[config.mk]
export PLATFORM = sky130hd
export DESIGN_NAME = fetch_unit
export DESIGN_NICKNAME = d
export VERILOG_FILES = /design/src/rtl/fetch_defs.sv /design/src/rtl/fetch_tmo_cnt.sv /design/src/rtl/fetch_unit.sv
export SDC_FILE = /design/constraint.sdc
export NUM_CORES = 1
export LEC_CHECK = 0
export ABC_AREA = 1
export BUFFER_PORTS_ARGS = -buffer_cell sky130_fd_sc_hd__buf_4
export CORE_MARGIN = 3
export CORE_UTILIZATION = 50
export DETAILED_ROUTE_END_ITERATION = 16
export PLACE_DENSITY = 0.82
export RECOVER_POWER = 50
export SLEW_MARGIN = 20
export SYNTH_ARGS = -nofsm -noshare
export SYNTH_HDL_FRONTEND = slang
export SYNTH_SLANG_ARGS = --single-unit
[constraint.sdc]
create_clock -name clk -period 2.03 [get_ports clk]
set_input_delay 0.203 -clock clk [delete_from_list [all_inputs] [get_ports clk]]
set_output_delay 0.203 -clock clk [all_outputs]
set_load 0.05 [all_outputs]
[src/rtl/fetch_defs.sv]
`default_nettype none
// +-----------------------------------------------------------------------+
// | Package   : fetch_defs                                                |
// | Purpose   : Shared state encodings, default widths and timeout length |
// |             for the instruction fetch unit.                           |
// | Revision  : 1.0  initial release                                      |
// +-----------------------------------------------------------------------+
package fetch_defs;

    localparam int DEF_ADDR_W  = 12;
    localparam int DEF_DATA_W  = 16;
    localparam int DEF_TMO_CYC = 15;

    // Fetch sequencer states; the numeric values are part of the interface.
    typedef enum logic [1:0] {
        ST_IDLE = 2'd0,
        ST_REQ  = 2'd1,
        ST_HOLD = 2'd2
    } fetch_state_e;

    // Width of the timeout counter: one spare bit above clog2 so the
    // terminal value always fits and saturation is unambiguous.
    function automatic int tmo_cnt_width(input int tmo_cyc);
        return $clog2(tmo_cyc) + 1;
    endfunction

endpackage
`default_nettype wire

[src/rtl/fetch_tmo_cnt.sv]
`default_nettype none
// +-----------------------------------------------------------------------+
// | Module    : fetch_tmo_cnt                                             |
// | Purpose   : Saturating wait counter for an outstanding memory read.   |
// |             Counts enabled cycles, flags the last permitted cycle.    |
// | Revision  : 1.0  initial release                                      |
// +-----------------------------------------------------------------------+
module fetch_tmo_cnt
    import fetch_defs::*;
#(
    parameter int TMO_CYC = DEF_TMO_CYC
) (
    input  logic clk,
    input  logic rst,
    input  logic clr,
    input  logic en,
    output logic expired
);

    localparam int              CNT_W = tmo_cnt_width(TMO_CYC);
    localparam logic [CNT_W-1:0] LIMIT = CNT_W'(TMO_CYC - 1);

    logic [CNT_W-1:0] cnt_q;
    logic [CNT_W-1:0] cnt_d;

    // Next count: clear has priority; increment stops at LIMIT (no wrap).
    always_comb begin
        cnt_d = cnt_q;
        if (clr) begin
            cnt_d = '0;
        end else if (en && (cnt_q != LIMIT)) begin
            cnt_d = cnt_q + CNT_W'(1);
        end
    end

    // Counter register with synchronous reset.
    always_ff @(posedge clk) begin
        if (rst) begin
            cnt_q <= '0;
        end else begin
            cnt_q <= cnt_d;
        end
    end

    // High during the final cycle a read may wait without acknowledge.
    assign expired = (cnt_q == LIMIT);

endmodule
`default_nettype wire

[src/rtl/fetch_unit.sv]
`default_nettype none
// +-----------------------------------------------------------------------+
// | Module    : fetch_unit                                                |
// | Purpose   : Single-outstanding instruction fetch sequencer feeding an |
// |             instruction register, with flush and sticky timeout.      |
// | Revision  : 1.0  initial release                                      |
// +-----------------------------------------------------------------------+
module fetch_unit
    import fetch_defs::*;
#(
    parameter int ADDR_W  = DEF_ADDR_W,
    parameter int DATA_W  = DEF_DATA_W,
    parameter int TMO_CYC = DEF_TMO_CYC
) (
    input  logic              clk,
    input  logic              REST,
    input  logic              START,
    input  logic              FLUSH,
    input  logic [ADDR_W-1:0] PC_IN,
    output logic              PC_INC,
    output logic [ADDR_W-1:0] MEM_ADDR,
    output logic              MEM_RD,
    input  logic              MEM_ACK,
    input  logic [DATA_W-1:0] MEM_DATA,
    output logic [DATA_W-1:0] IR_OUT,
    output logic              IR_VALID,
    input  logic              DEC_READY,
    output logic              ERR
);

    fetch_state_e      state_q,    state_d;
    logic [ADDR_W-1:0] mem_addr_q, mem_addr_d;
    logic              mem_rd_q,   mem_rd_d;
    logic [DATA_W-1:0] ir_out_q,   ir_out_d;
    logic              ir_valid_q, ir_valid_d;
    logic              err_q,      err_d;

    logic in_req;
    logic transfer;
    logic tmo_en;
    logic tmo_clr;
    logic tmo_expired;

    assign in_req   = (state_q == ST_REQ);
    assign transfer = ir_valid_q && DEC_READY;

    // The wait counter runs only while a read is pending and unanswered;
    // any exit path from REQ (ack, flush, timeout) leaves it cleared.
    assign tmo_en  = in_req && !MEM_ACK;
    assign tmo_clr = FLUSH || MEM_ACK || !in_req;

    fetch_tmo_cnt #(
        .TMO_CYC (TMO_CYC)
    ) u_tmo_cnt (
        .clk     (clk),
        .rst     (REST),
        .clr     (tmo_clr),
        .en      (tmo_en),
        .expired (tmo_expired)
    );

    // Next-state and register-input logic for the fetch sequencer.
    always_comb begin
        state_d    = state_q;
        mem_addr_d = mem_addr_q;
        ir_out_d   = ir_out_q;
        err_d      = err_q;

        unique case (state_q)
            ST_IDLE: begin
                // A timed-out unit stays parked until reset.
                if (START && !err_q && !FLUSH) begin
                    mem_addr_d = PC_IN;
                    state_d    = ST_REQ;
                end
            end
            ST_REQ: begin
                // Flush beats a same-cycle acknowledge: the data is dropped.
                if (FLUSH) begin
                    state_d = ST_IDLE;
                end else if (MEM_ACK) begin
                    ir_out_d = MEM_DATA;
                    state_d  = ST_HOLD;
                end else if (tmo_expired) begin
                    err_d   = 1'b1;
                    state_d = ST_IDLE;
                end
            end
            ST_HOLD: begin
                // PC_IN has already advanced on the acknowledge edge, so it
                // is the address of the next sequential instruction here.
                if (FLUSH) begin
                    state_d = ST_IDLE;
                end else if (transfer) begin
                    if (START) begin
                        mem_addr_d = PC_IN;
                        state_d    = ST_REQ;
                    end else begin
                        state_d = ST_IDLE;
                    end
                end
            end
            default: begin
                state_d = ST_IDLE;
            end
        endcase

        // Read request and valid flag are registered images of the state.
        mem_rd_d   = (state_d == ST_REQ);
        ir_valid_d = (state_d == ST_HOLD);
    end

    // Sequencer registers; reset overrides every other input.
    always_ff @(posedge clk) begin
        if (REST) begin
            state_q    <= ST_IDLE;
            mem_addr_q <= '0;
            mem_rd_q   <= 1'b0;
            ir_out_q   <= '0;
            ir_valid_q <= 1'b0;
            err_q      <= 1'b0;
        end else begin
            state_q    <= state_d;
            mem_addr_q <= mem_addr_d;
            mem_rd_q   <= mem_rd_d;
            ir_out_q   <= ir_out_d;
            ir_valid_q <= ir_valid_d;
            err_q      <= err_d;
        end
    end

    // Program counter advances on the same edge that captures the word.
    assign PC_INC   = in_req && MEM_ACK && !FLUSH && !REST;
    assign MEM_ADDR = mem_addr_q;
    assign MEM_RD   = mem_rd_q;
    assign IR_OUT   = ir_out_q;
    assign IR_VALID = ir_valid_q;
    assign ERR      = err_q;

endmodule
`default_nettype wire
==> flow_metrics.py <==
metrics = {
    "routing": {
        "drt-total-wl_um": 3650,
        "drtPass1Iterations": 4,
        "wl_met3_um": 332,
        "drcViolationCount": 0,
        "highest_layer": "met4",
        "vias_per_cell": 4.71,
        "routedWlPerCell_um": 10.7,
        "dr_wl_met2_um": 1570,
        "num_vias": 1601,
        "wl_met1_um": 1690,
        "initialDrtViolationCount": 81,
        "ant_nets": 0,
    },
    "clock_network": {
        "cts_buffers": 5,
        "htree_levels": 2,
        "tritoncts": "yes",
        "clk_latency_ps": 340,
        "clk_pin_slew_ps": 110,
        "cts_setup_buffers": 0,
        "cts_resized": 0,
        "clk_path_buf_depth": 2,
        "clkSinkCount": 38,
        "cts-root-buf": "clkbuf_4",
        "holdBufCountCts": 0,
    },
    "global_route": {
        "grt_start_max_net_pins": 30,
        "grt_pass1_wl_um": 6070,
        "grt_overflow_total": 0,
        "grt_pass1_vias": 1414,
        "grt_antenna_before_repair": 0,
        "grt_use_total_pct": 19.1,
    },
    "worst_setup_path": {
        "cp_slowest_cell": "dfxtp_1",
        "start_kind": "flop",
        "r2r_cells": 6,
        "path_depth": 5,
        "worstSetupStartpoint": "state_q[0]",
        "cp.arrival_ps": 1490,
        "path_max_fanout": 7,
        "r2r-end": "IR_OUT[6]",
        "critPathMaxStageDelay_ps": 370,
        "cpMostUsedCell": "nor2_1",
        "cp_cell_sequence": "inv_1 -> nor2_1 -> nand3_1 -> nor2_1 -> buf_4",
        "rrSetupSlack_ps": 640,
        "critPathTopFamily": "simple AND/OR/NAND/NOR gates",
        "end_kind": "primary output",
        "cp_num_buf_inv": 2,
        "cp_data_required_time_ps": 1830,
        "reg2reg_from": "state_q[0]",
        "path_class": "flop to primary output",
        "crit_path_end": "PC_INC",
    },
    "timing": {
        "post-route-min-period_ps": 1690,
        "final_max_slew_viol_count": 0,
        "rsz0062_at_grt": "no",
        "min_period_over_period_pct": 83.3,
        "fin_skew_ps": 7.42,
        "max_freq_mhz": 591,
        "setup_viol": 0,
        "setup_tns_ps": 0,
        "worst_slew_pin_slew_ps": 626,
        "relSlewSlack_pct": 58.4,
        "hold_viol": 0,
        "worst_slack_ps": 339,
    },
    "placed_design": {
        "dp_slack_ps": 694,
        "dp_cells": 332,
        "place.gp.congestion": 0.788,
        "dp_hpwl_um": 2630,
        "io_buffer_count": 65,
    },
    "floorplan": {
        "die_w_um": 63.1,
        "die_area_sq_mm": 0.00398,
        "initial_utilization_pct": 53.0,
        "pin_count": 66,
        "die_y_um": 63.1,
        "rows": 20,
        "core_sq_mm": 0.00308,
    },
    "finish": {
        "mostFrequentLayoutCell": "nor2_1",
        "final_cell_mix": "nor2_1 (58), dfxtp_1 (38), nand2_1 (36), buf_4 (36), clkbuf_1 (33)",
        "fin_cells": 340,
        "antenna_cells": 0,
        "nNetsFinal": 331,
        "areaGrowthSynthToFinish_pct": 27.2,
        "drive_gt1_share_pct": 15.9,
    },
    "pwr": {
        "irDropWorstVdd_mv": 0.519,
        "p_leak_nw": 0.930,
        "power_density_mw_per_mm2": 739,
    },
    "run": {
        "maxCapViolCount": 0,
    },
    "yosys": {
        "synth_cells": 232,
        "syn-num-nets": 268,
        "synth-seq-cells": 38,
        "synth.avg_cell_area_sq_um": 7.03,
        "yosysSeqAreaShare_pct": 46.6,
        "ys_types": 16,
        "syn_area_sq_mm": 0.00163,
        "yosysWarnings": 0,
    },
    "run_status": {
        "status": "complete, no violations",
    },
    "hold_path": {
        "hold_class": "primary input to flop",
    },
}
where the power goes:
part | leakage, nW | switching, mW | internal, mW
Sequential | 0.309 | 0.0135 | 0.773
Clock | 0.0395 | 0.235 | 0.261
Combinational | 0.581 | 0.168 | 0.0831
sequential cells by signal, summed over array words and instances (netlist names):
name / cells
IR_OUT: 16
u_tmo_cnt.cnt_q: 5
MEM_ADDR: 12
ERR: 1
state_q: 2
MEM_RD: 1
IR_VALID: 1
worst min path at each step:
stage                     start          to  slack (ps)  cells past startpoint
after CTS                  REST  state_q[0]          40                      2
after global placement     REST      MEM_RD         420                      2
after floorplan            REST    IR_VALID         270                      1
after detailed placement   REST  state_q[0]         430                      2
after global routing       REST  state_q[0]          40                      2
final                      REST  state_q[0]          60                      2
metal layers:
metal / vias up / track usage, %
li1: 851 / -
met1: 676 / 23.1
met2: 67 / 31.2
met3: 7 / 5.88
met4: 0 / 8.26
met5: - / 0
cell usage after synthesis:
| cell | number | area (sq um) |
|---|---|---|
| nor2_1 | 57 | 214 |
| nand2_1 | 36 | 135 |
| nor2_2 | 3 | 18.8 |
| inv_2 | 1 | 3.75 |
| a21oi_1 | 18 | 90.1 |
| inv_1 | 26 | 97.6 |
| nand3_1 | 16 | 80.1 |
| clkinv_4 | 1 | 8.76 |
| nand4_1 | 2 | 12.5 |
| nand3_2 | 3 | 30.0 |
| ha_1 | 2 | 25.0 |
| buf_6 | 2 | 22.5 |
| clkbuf_1 | 2 | 7.51 |
| dfxtp_1 | 38 | 761 |
| o21ai_0 | 18 | 90.1 |
| buf_2 | 7 | 35.0 |
stage by stage:
stage	power (mW)	hold slack [ps]	util, %	instance area [sq um]
2_1_floorplan	0.975	272	-	1630
3_3_place_gp	1.08	418	69.0	2120
3_5_place_dp	1.08	426	69.0	2120
4_1_cts	1.58	43.6	71.5	2200
5_1_grt	1.61	44.3	67.4	2080
6_report	1.53	58.4	67.4	2080
kinds of logic (layout without fill, tap and decap cells):
kind of cell    Yosys count  in the layout  share of synthesized area [%]
flops                    38             38                           46.6
compound gates           36             36                           11.0
fa+ha+maj                 2              2                           1.53
buf+inv                  39            103                           10.7
simple gates            117            117                           30.1
area by class of cell:
| type | instances | area [sq um] |
|---|---|---|
| clock buffer | 7 | 45.0 |
| sequential | 38 | 761 |
| inverter | 28 | 110 |
| fill | 318 | 1000 |
| multi-input combinational | 155 | 688 |
| tap | 44 | 55.1 |
| timing repair buffer | 67 | 387 |
| clock inverter | 1 | 30.0 |
Note: power is estimated with default switching activity, not from simulation.
